===== config.mk =====
export PLATFORM = sky130hd
export DESIGN_NAME = mwc_match
export DESIGN_NICKNAME = d
export VERILOG_FILES = /design/src/rtl/mwc_pkg.sv /design/src/rtl/mwc_match.sv
export SDC_FILE = /design/constraint.sdc
export NUM_CORES = 1
export LEC_CHECK = 0
export ABC_CLOCK_PERIOD_IN_PS = 1000
export BUFFER_PORTS_ARGS = -buffer_cell sky130_fd_sc_hd__buf_2
export CAP_MARGIN = 10
export CORE_AREA = 2 2 39 41
export DETAILED_ROUTE_END_ITERATION = 12
export DIE_AREA = 0 0 41 43
export GPL_TIMING_DRIVEN = 0
export PLACE_DENSITY = 0.69
export SYNTH_ARGS = -nofsm -noshare
export SYNTH_HDL_FRONTEND = slang
export SYNTH_SLANG_ARGS = --single-unit

===== constraint.sdc =====
create_clock -name vclk -period 1
set_input_delay 0.1 -clock vclk [all_inputs]
set_output_delay 0.1 -clock vclk [all_outputs]
set_load 0.02 [all_outputs]

===== src/rtl/mwc_pkg.sv =====
// rtl/mwc_pkg.sv - state and fail-code encodings shared by the write checker
package mwc_pkg;

    // State bits double as the pass/fail outputs: bit 0 = PASS, bit 1 = FAIL.
    localparam logic [1:0] ST_RUN  = 2'b00;
    localparam logic [1:0] ST_PASS = 2'b01;
    localparam logic [1:0] ST_FAIL = 2'b10;

    typedef logic [2:0] fail_code_t;

    localparam fail_code_t FC_NONE    = 3'd0;
    localparam fail_code_t FC_DATA    = 3'd1;
    localparam fail_code_t FC_ADDR    = 3'd2;
    localparam fail_code_t FC_TIMEOUT = 3'd3;
    localparam fail_code_t FC_ORDER   = 3'd4;

    function automatic int idx_width(input int n);
        return (n > 1) ? $clog2(n) : 1;
    endfunction

endpackage


===== src/rtl/mwc_match.sv =====
// rtl/mwc_match.sv - combinational compare of one store against the expected-store table
module mwc_match
    import mwc_pkg::*;
#(
    parameter int                      ADDR_W   = 32,
    parameter int                      DATA_W   = 32,
    parameter int                      N_EXP    = 1,
    parameter logic [N_EXP*ADDR_W-1:0] EXP_ADDR = '0,
    parameter logic [N_EXP*DATA_W-1:0] EXP_DATA = '0,
    parameter int                      ORDERED  = 1,
    parameter int                      MC_W     = $clog2(N_EXP + 1),
    parameter int                      IDX_W    = idx_width(N_EXP)
) (
    input  logic [ADDR_W-1:0] dataadr_i,
    input  logic [DATA_W-1:0] writedata_i,
    input  logic [N_EXP-1:0]  matched_i,
    input  logic [MC_W-1:0]   match_cnt_i,
    output logic [N_EXP-1:0]  addr_hit_o,
    output logic [N_EXP-1:0]  data_eq_o,
    output logic              legal_hit_o,
    output logic [IDX_W-1:0]  legal_idx_o
);

    logic [N_EXP-1:0] legal;
    logic             eq_found;

    always_comb begin
        for (int i = 0; i < N_EXP; i++) begin
            addr_hit_o[i] = (dataadr_i == EXP_ADDR[i*ADDR_W +: ADDR_W]);
            data_eq_o[i]  = (writedata_i == EXP_DATA[i*DATA_W +: DATA_W]);
            if (ORDERED != 0) begin
                legal[i] = (MC_W'(i) == match_cnt_i);
            end else begin
                legal[i] = !matched_i[i];
            end
        end
    end

    // Walk downward so lower indices overwrite higher ones; a data-equal
    // candidate always outranks a mismatching one at a duplicate address.
    always_comb begin
        legal_hit_o = 1'b0;
        legal_idx_o = '0;
        eq_found    = 1'b0;
        for (int i = N_EXP - 1; i >= 0; i--) begin
            if (legal[i] && addr_hit_o[i]) begin
                if (data_eq_o[i] || !eq_found) begin
                    legal_idx_o = IDX_W'(i);
                end
                legal_hit_o = 1'b1;
                eq_found    = eq_found | data_eq_o[i];
            end
        end
    end

endmodule


**Word level (Yosys, flattened, before mapping)**

Index checks and enable logic that the tools add are counted.

- Bits in registers: 0
- Latch bits: 0
- RAM bits: 0
- Memory bits (read-only): 0
- Word-level logic and storage cells: 5
- Memories: 0

- $add $sub $neg: 0
- $mul: 0
- Div/mod/pow operators: 0
- Magnitude comparators: 0
- Equal/unequal tests: 0
- Shift-type cells: 0
- Multiplexer cells: 1
- Bitwise gates (word level): 1
- Reductions and logical operators: 3

Operators by type and width:

| operator | number |
|---|---|
| $logic_not A32 Y1 | 2 |
| $logic_and A1 B1 Y1 | 1 |
| $mux W1 | 1 |
| $not A1 Y1 | 1 |

**Depth between registers and ports, before layout**

Gate-level depths: netlist of run 1.

- Word-level depth: 3
- Gate-level depth with buffers: 3
- Gate-level depth less buffers: 3

**Worst setup path before layout of run 1**

OpenSTA, ideal clock, no wires.

- Path kind: input to output
- From: input port dataadr_i[10]
- To: output port legal_hit_o
- Arrival time: 0.847 ns
- Path slack: 0.053 ns
- Stages: 3
- Path buffers: 0
- Cells stage by stage: nor4_1 > nand4_1 > nor3_2

- Longest elaborated chain between the ends: 3

RTL lines:

| item | RTL line | RTL |
|---|---|---|
| start, declared | mwc_match.sv:14 | `input logic [ADDR_W-1:0] dataadr_i,` |
| $logic_not A32 Y1 | mwc_match.sv:29 | `addr_hit_o[i] = (dataadr_i == EXP_ADDR[i*ADDR_W +: ADDR_W]);` |
| $logic_and A1 B1 Y1 | mwc_match.sv:46 | `if (legal[i] && addr_hit_o[i]) begin` |
| $mux W1 | mwc_match.sv:46 |  |
| end, declared | mwc_match.sv:20 | `output logic legal_hit_o,` |

Every way passes these cells.

**Final worst setup path of run 1**

- From: input port dataadr_i[2]
- To: output port legal_hit_o

Same word-level chain as after synthesis.

==> results.py, run 1 <==
metrics = {
    "run_status": {
        "run_status": "finished, violations left",
        "violations": "negative setup slack",
    },
    "critical_path": {
        "arrival_ns": 0.96,
        "endpoint_kind": "output port",
        "critPathSlowestCell": "nor4_4",
        "start_kind": "input port",
        "crit_family": "simple AND/OR/NAND/NOR gates",
        "critPathRequiredTime_ns": 0.90,
        "crit_path_max_incr_delay_ns": 0.26,
        "cp-startpoint": "dataadr_i[2]",
        "critPathKind": "input port to output port",
        "crit_fanout": 2,
        "worstPathCellList": "buf_6, nor4_4, nand4_1, nor3_2, buf_4",
        "crit_buf_inv": 2,
    },
    "cells_and_area": {
        "drive_gt1_frac": 0.903,
        "stdcell_area_um2": 773,
        "utilization": 0.559,
        "fill_cells": 132,
        "regArea_um2": 0,
        "design.seq.count": 0,
        "antennaDiodeCount": 0,
        "synthToLayoutAreaGrowth_pct": 383,
        "nNetsFinal": 161,
        "clkbuf_count": 0,
    },
    "sta": {
        "timing.final.crit_share": 1.06,
        "worst_slack_ns": -0.0625,
        "finalHoldViolCount": 0,
        "final_max_slew_viol_count": 0,
        "fmax_ghz": 0.941,
        "rsz0062_at_grt": "true",
        "setup_viol": 2,
        "fin_crit_ns": 1.06,
    },
    "grt": {
        "grt_max_degree": 3,
        "grt_use_total": 0.132,
        "grt_pass1_wl_mm": 1.73,
        "grt_overflow_total": 0,
        "antenna_found_initial": 0,
        "grt_pass1_vias": 489,
    },
    "synthesis": {
        "synth_top_area_share": 0.586,
        "synthesis.area_per_instance_um2": 6.41,
        "synth_nets": 91,
        "synth_top_cells_by_area": "nor4_1 59%, nand4_1 16%, nor4_2 7.8%",
        "yosys_warnings": 0,
        "syn_area_um2": 160,
        "synth_cells": 25,
        "synth.largest_area_cell": "nor4_1",
        "ys_types": 7,
        "yosysSeqAreaShare": 0,
    },
    "die": {
        "core_area_um2": 1380,
        "chipWidth_um": 41,
        "die_y_um": 43,
        "start_util": 0.116,
        "std_cell_rows": 14,
        "die_area_um2": 1760,
        "ios": 70,
    },
    "placed_design": {
        "placed_area_um2": 520,
        "portBuffers": 68,
        "place.gp.congestion": 0.636,
    },
    "detailed_routing": {
        "drt_iter0_drc": 0,
        "ant_nets": 0,
        "post-route-drc-count": 0,
        "routedWlPerCell_um": 12.6,
        "drt_pre_antenna_iters": 1,
        "viasPerCell": 4.72,
        "num_vias": 515,
        "wirelength_mm": 1.38,
    },
    "min_path": {
        "holdPathStages": 3,
        "min-delay-start": "match_cnt_i",
        "hold_class": "input port to output port",
        "min_to": "legal_hit_o",
    },
    "pwr": {
        "leakage_nw": 0.340,
        "vdd_drop_max_mv": 0.132,
        "p_per_area_nw_per_um2": 314,
    },
    "run": {
        "max_cap_viol_count": 0,
    },
    "clocking": {
        "hold_buffers": 0,
    },
}
==> metrics by stage <==
stage	hold slack, ns	power (W)	setup TNS, ns	worst slack (ns)	cells
2_1_floorplan	0.251	0.0000185	0	0.0526	25
3_3_place_gp	0.462	0.000141	-0.166	-0.104	109
3_5_place_dp	0.461	0.000144	-0.254	-0.129	109
4_1_cts	0.461	0.000202	-0.0628	-0.0565	109
5_1_grt	0.470	0.000259	-0.166	-0.104	109
6_report	0.460	0.000243	-0.0792	-0.0625	109
==> tightest hold or removal path: cells and delay by family <==
family / cells / cell delay [ns]
buffers and inverters: 2 / 0.22
AND/OR/NAND/NOR: 1 / 0.03
==> synth_stat cells <==
cell,number
nor2_1,2
nor4_2,1
buf_4,1
nand4_1,4
conb_1,1
nor4_1,15
nor3_2,1
==> cell families after synthesis <==
kind of cell | share of synthesized area
other | 0.0234
and+or+nand+nor | 0.930
buffers and inverters | 0.0469
==> final cells by class <==
type                            instances  area [um2]  area share
Multi-Input combinational cell         24         304       0.393
Tap cell                               16        20.0      0.0259
Timing Repair Buffer                   68         442       0.571
Buffer                                  1        7.51     0.00971
==> worst max-delay path by stage <==
| stage | slack [ns] | endpoint | cells past startpoint |
|---|---|---|---|
| finish | -0.06 | legal_hit_o | 5 |
| CTS | -0.06 | legal_hit_o | 5 |
| detailed placement | -0.13 | legal_hit_o | 5 |
| global placement | -0.10 | legal_hit_o | 5 |
| floorplan | 0.05 | legal_hit_o | 3 |
| global route | -0.10 | legal_hit_o | 5 |
==> repair_timing <==
action	4_1_cts	5_1_grt
gates cloned	0	0
pin swaps	6	8
hold endpoints to repair	0	0
setup buffers	0	0
setup endpoints to repair	3	3
gates resized for setup	25	14
==> per-layer routing <==
layer,global-route usage,wire length (um)
met3,0.0157,162
met1,0.111,328
met5,0,0
met2,0.288,872
met4,0.0133,11
==> cells in the final DEF (no fill, tap or decap), drive strengths merged <==
master	Yosys	final
buf	1	69
nor4	16	16
nand4	4	4
nor2	2	2
nor3	1	1
conb	1	1
==> power by group <==
part           total [W]  switching [W]  internal [W]
sequential             0              0             0
combinational   0.000243      0.0000919      0.000151
clock                  0              0             0
(Power assumes the default switching activity.)
==> run 2: changes to the inputs <==
==> constraint.sdc (replaced) <==
create_clock -name vclk -period 1
set_input_delay 0.05 -clock vclk [all_inputs]
set_output_delay 0.05 -clock vclk [all_outputs]
set_load 0.02 [all_outputs]
==> results.py, run 2 (synthesis results as in run 1) <==
metrics = {
    "run_status": {
        "run_status": "completed",
    },
    "die": {
        "die_y_um": 43,
        "start_util": 0.116,
        "std_cell_rows": 14,
        "die_area_um2": 1760,
        "core_area_um2": 1380,
        "ios": 70,
        "chipWidth_um": 41,
    },
    "critical_path": {
        "crit_buf_inv": 2,
        "start_kind": "input port",
        "crit_fanout": 2,
        "arrival_ns": 0.91,
        "critPathSlowestCell": "nor4_4",
        "critPathRequiredTime_ns": 0.95,
        "endpoint_kind": "output port",
        "crit_path_max_incr_delay_ns": 0.25,
        "critPathKind": "input port to output port",
        "worstPathCellList": "buf_2, nor4_4, nand4_1, nor3_2, buf_4",
        "crit_family": "simple AND/OR/NAND/NOR gates",
    },
    "sta": {
        "timing.final.crit_share": 0.960,
        "rsz0062_at_grt": "true",
        "fin_crit_ns": 0.960,
        "finalHoldViolCount": 0,
        "fmax_ghz": 1.04,
        "setup_viol": 0,
        "final_max_slew_viol_count": 0,
        "worst_slack_ns": 0.0402,
    },
    "placed_design": {
        "placed_area_um2": 520,
        "portBuffers": 68,
        "place.gp.congestion": 0.636,
        "pre_cts_ws_ns": -0.0289,
    },
    "min_path": {
        "hold_class": "input port to output port",
        "holdPathStages": 3,
        "min-delay-start": "match_cnt_i",
        "min_to": "legal_hit_o",
    },
    "cells_and_area": {
        "layout.cells.most_common": "buf_2",
        "regArea_um2": 0,
        "layout_common_cells": "62 x buf_2, 8 x nor4_1, 5 x nor4_2",
        "drive_gt1_frac": 0.839,
        "antennaDiodeCount": 0,
        "nNetsFinal": 161,
        "design.seq.count": 0,
        "clkbuf_count": 0,
        "stdcell_area_um2": 621,
        "synthToLayoutAreaGrowth_pct": 287,
        "fill_cells": 138,
    },
    "detailed_routing": {
        "drt_pre_antenna_iters": 1,
        "wirelength_mm": 1.12,
        "drt_iter0_drc": 0,
        "viasPerCell": 4.42,
        "post-route-drc-count": 0,
        "num_vias": 482,
        "routedWlPerCell_um": 10.3,
        "ant_nets": 0,
    },
    "clocking": {
        "hold_buffers": 0,
        "postCtsSetupBuffers": 0,
    },
    "pwr": {
        "vdd_drop_max_mv": 0.106,
        "leakage_nw": 0.307,
        "p_per_area_nw_per_um2": 292,
    },
    "run": {
        "max_cap_viol_count": 0,
    },
    "grt": {
        "grt_max_degree": 3,
        "grt_pass1_wl_mm": 1.47,
        "grt_pass1_vias": 428,
        "grt_use_total": 0.110,
        "grt_overflow_total": 0,
        "antenna_found_initial": 0,
    },
}
[run 2: cell counts in the layout (fill, tap and decap cells not counted)]
No cell type changed its count.
[run 2: final cells by class]
class                           count  area [um2]  area share
Tap cell                           16        20.0      0.0323
Multi-Input combinational cell     24         223       0.359
Buffer                              1        7.51      0.0121
Timing Repair Buffer               68         370       0.597
[run 2: power breakdown]
| group | leakage, nW | switching (W) | internal [W] |
|---|---|---|---|
| logic | 0.307 | 0.0000660 | 0.000115 |
| clock network | 0 | 0 | 0 |
| registers | 0 | 0 | 0 |
| total | 0.307 | 0.0000660 | 0.000115 |
[run 2: how the worst max path moves through the flow]
stage | startpoint | depth (start not counted) | slack [ns] | endpoint
finish | dataadr_i[1] | 5 | 0.04 | legal_hit_o
detailed placement | dataadr_i[1] | 5 | -0.03 | legal_hit_o
floorplan | dataadr_i[10] | 3 | 0.15 | legal_hit_o
global placement | dataadr_i[1] | 5 | -0.004 | legal_hit_o
global route | dataadr_i[8] | 5 | -0.03 | legal_hit_o
CTS | dataadr_i[10] | 5 | 0.01 | legal_hit_o
[run 2: stage by stage]
step                hold slack (ns)  setup TNS [ns]  power (W)  utilization  cells
floorplan                     0.151               0  0.0000185            -     25
global placement              0.362        -0.00444   0.000141        0.376    109
detailed placement            0.361         -0.0289   0.000144        0.376    109
CTS                           0.361               0   0.000149        0.387    109
global route                  0.370         -0.0265   0.000198        0.448    109
finish                        0.360               0   0.000181        0.448    109
[run 2: worst min-delay path: cells and delay by family]
| kind | cells | cell delay, ns |
|---|---|---|
| buf+inv | 2 | 0.22 |
| simple gates | 1 | 0.03 |
[run 2: repair_timing]
item	4_1_cts	5_1_grt
hold endpoints to repair	0	0
endpoints found under the setup margin	1	2
pin swaps	1	2
cloned	0	0
resized for setup	3	13
[run 2: metal layers]
metal  part of all wire  global-route usage  vias up
met5                  0                   0        -
met4                  0                   0        0
met3               0.14                   0        0
met2               0.55               0.250       37
met1               0.32              0.0949      196
li1                   -                   -      249
==> run 3: changes to the inputs <==
Settings changed: REMOVE_ABC_BUFFERS set to 1.
==> results.py, run 3 (synthesis results as in run 1) <==
metrics = {
    "cells_and_area": {
        "finalNonFillerCells": 108,
        "nNetsFinal": 160,
        "antennaDiodeCount": 0,
        "drive_gt1_frac": 0.848,
        "multi_input_area_um2": 238,
        "layout.cells.most_common": "buf_2",
        "regArea_um2": 0,
        "synthToLayoutAreaGrowth_pct": 296,
        "layout_common_cells": "61 x buf_2, 7 x nor4_1, 5 x nor4_2, 5 x buf_6",
        "fill_cells": 152,
        "design.seq.count": 0,
        "clkbuf_count": 0,
    },
    "critical_path": {
        "critPathRequiredTime_ns": 0.95,
        "worstPathCellList": "buf_2, nor4_4, nand4_1, nor3_2, buf_4",
        "crit_path_max_incr_delay_ns": 0.24,
        "critPathSlowestCell": "nor4_4",
        "crit_fanout": 2,
        "endpoint_kind": "output port",
        "cp-startpoint": "dataadr_i[8]",
        "critPathKind": "input port to output port",
        "start_kind": "input port",
        "arrival_ns": 0.91,
    },
    "pwr": {
        "pwr-share-clk": 0,
        "intPower_w": 0.000117,
        "p_per_area_nw_per_um2": 296,
        "leakage_nw": 0.305,
        "p_comb_frac": 1.000,
        "vdd_drop_max_mv": 0.118,
        "power_frac_seq": 0,
        "p_sw_frac": 0.378,
        "p_switching_w": 0.0000710,
    },
    "detailed_routing": {
        "post-route-drc-count": 0,
        "routedWlPerCell_um": 10.9,
        "wirelength_mm": 1.18,
        "viasPerCell": 4.71,
        "ant_nets": 0,
        "drt_pre_antenna_iters": 3,
        "drt_iter0_drc": 1,
        "num_vias": 509,
    },
    "sta": {
        "finalHoldViolCount": 0,
        "worst_slack_ns": 0.0381,
        "final_max_slew_viol_count": 0,
        "fin_crit_ns": 0.962,
        "timing.final.crit_share": 0.962,
        "timing.hold.ws_ns": 0.364,
        "setup_viol": 0,
        "finalSetupTns_ns": 0,
        "fmax_ghz": 1.04,
    },
    "grt": {
        "grt_pass1_vias": 441,
        "grt_use_total": 0.111,
        "grt_pass1_wl_mm": 1.48,
        "grt_overflow_total": 0,
        "antenna_found_initial": 0,
        "grt_max_degree": 3,
    },
    "placed_design": {
        "pre_cts_ws_ns": -0.0315,
        "placed_cells": 108,
        "place.gp.congestion": 0.696,
        "hpwl_um": 965,
        "portBuffers": 68,
    },
    "min_path": {
        "hold_class": "input port to output port",
        "holdPathStages": 3,
        "min_to": "legal_hit_o",
        "min-delay-start": "match_cnt_i",
    },
    "die": {
        "std_cell_rows": 14,
        "chipWidth_um": 41,
        "core_area_um2": 1380,
        "die_area_um2": 1760,
        "start_util": 0.116,
        "ios": 70,
        "die_y_um": 43,
    },
    "run": {
        "max_cap_viol_count": 0,
    },
    "run_status": {
        "run_status": "completed",
    },
    "clocking": {
        "postCtsSetupBuffers": 0,
        "hold_buffers": 0,
    },
}
[run 3: changes by cell type in the layout (fill, tap and decap cells not counted), sizes merged]
| cell | delta |
|---|---|
| buf | -1 |
[run 3: metrics by stage]
step | area [um2] | util | power, W
final | 634 | 0.458 | 0.000188
after global routing | 634 | 0.458 | 0.000207
after CTS | 519 | 0.375 | 0.000144
after detailed placement | 513 | 0.371 | 0.000141
after global placement | 513 | 0.371 | 0.000137
after floorplan | 153 | - | 0.0000155
[run 3: how the worst max path moves through the flow]
stage                        to  slack (ns)  cells after the start
floorplan           legal_hit_o        0.15                      3
global placement    legal_hit_o       0.001                      5
detailed placement  legal_hit_o       -0.03                      5
CTS                 legal_hit_o        0.02                      5
global route        legal_hit_o       -0.02                      5
finish              legal_hit_o        0.04                      5
[run 3: cell type report]
class,count,area share
Timing Repair Buffer,68,0.594
Multi-Input combinational cell,24,0.375
Tap cell,16,0.0316
[run 3: routing by layer]
| metal | vias to the layer above | GRT usage | part of all wire |
|---|---|---|---|
| li1 | 247 | - | - |
| met1 | 227 | 0.0981 | 0.28 |
| met2 | 35 | 0.244 | 0.59 |
| met3 | 0 | 0.0105 | 0.12 |
| met4 | 0 | 0 | 0 |
| met5 | - | 0 | 0 |
[run 3: critical path, delay by kind of cell]
kind / cells / cell delay [ns]
AND/OR/NAND/NOR: 3 / 0.58
buffers and inverters: 2 / 0.28
[run 3: power by group through the flow]
stage | Combinational [W] | Sequential (W) | Clock (W)
finish | 0.000188 | 0 | 0
global route | 0.000207 | 0 | 0
CTS | 0.000144 | 0 | 0
detailed placement | 0.000141 | 0 | 0
global placement | 0.000137 | 0 | 0
floorplan | 0.0000155 | 0 | 0
[run 3: timing repair]
item / in CTS / in global routing
pin swaps: 1 / 2
setup endpoints to repair: 1 / 3
resized for setup: 1 / 18
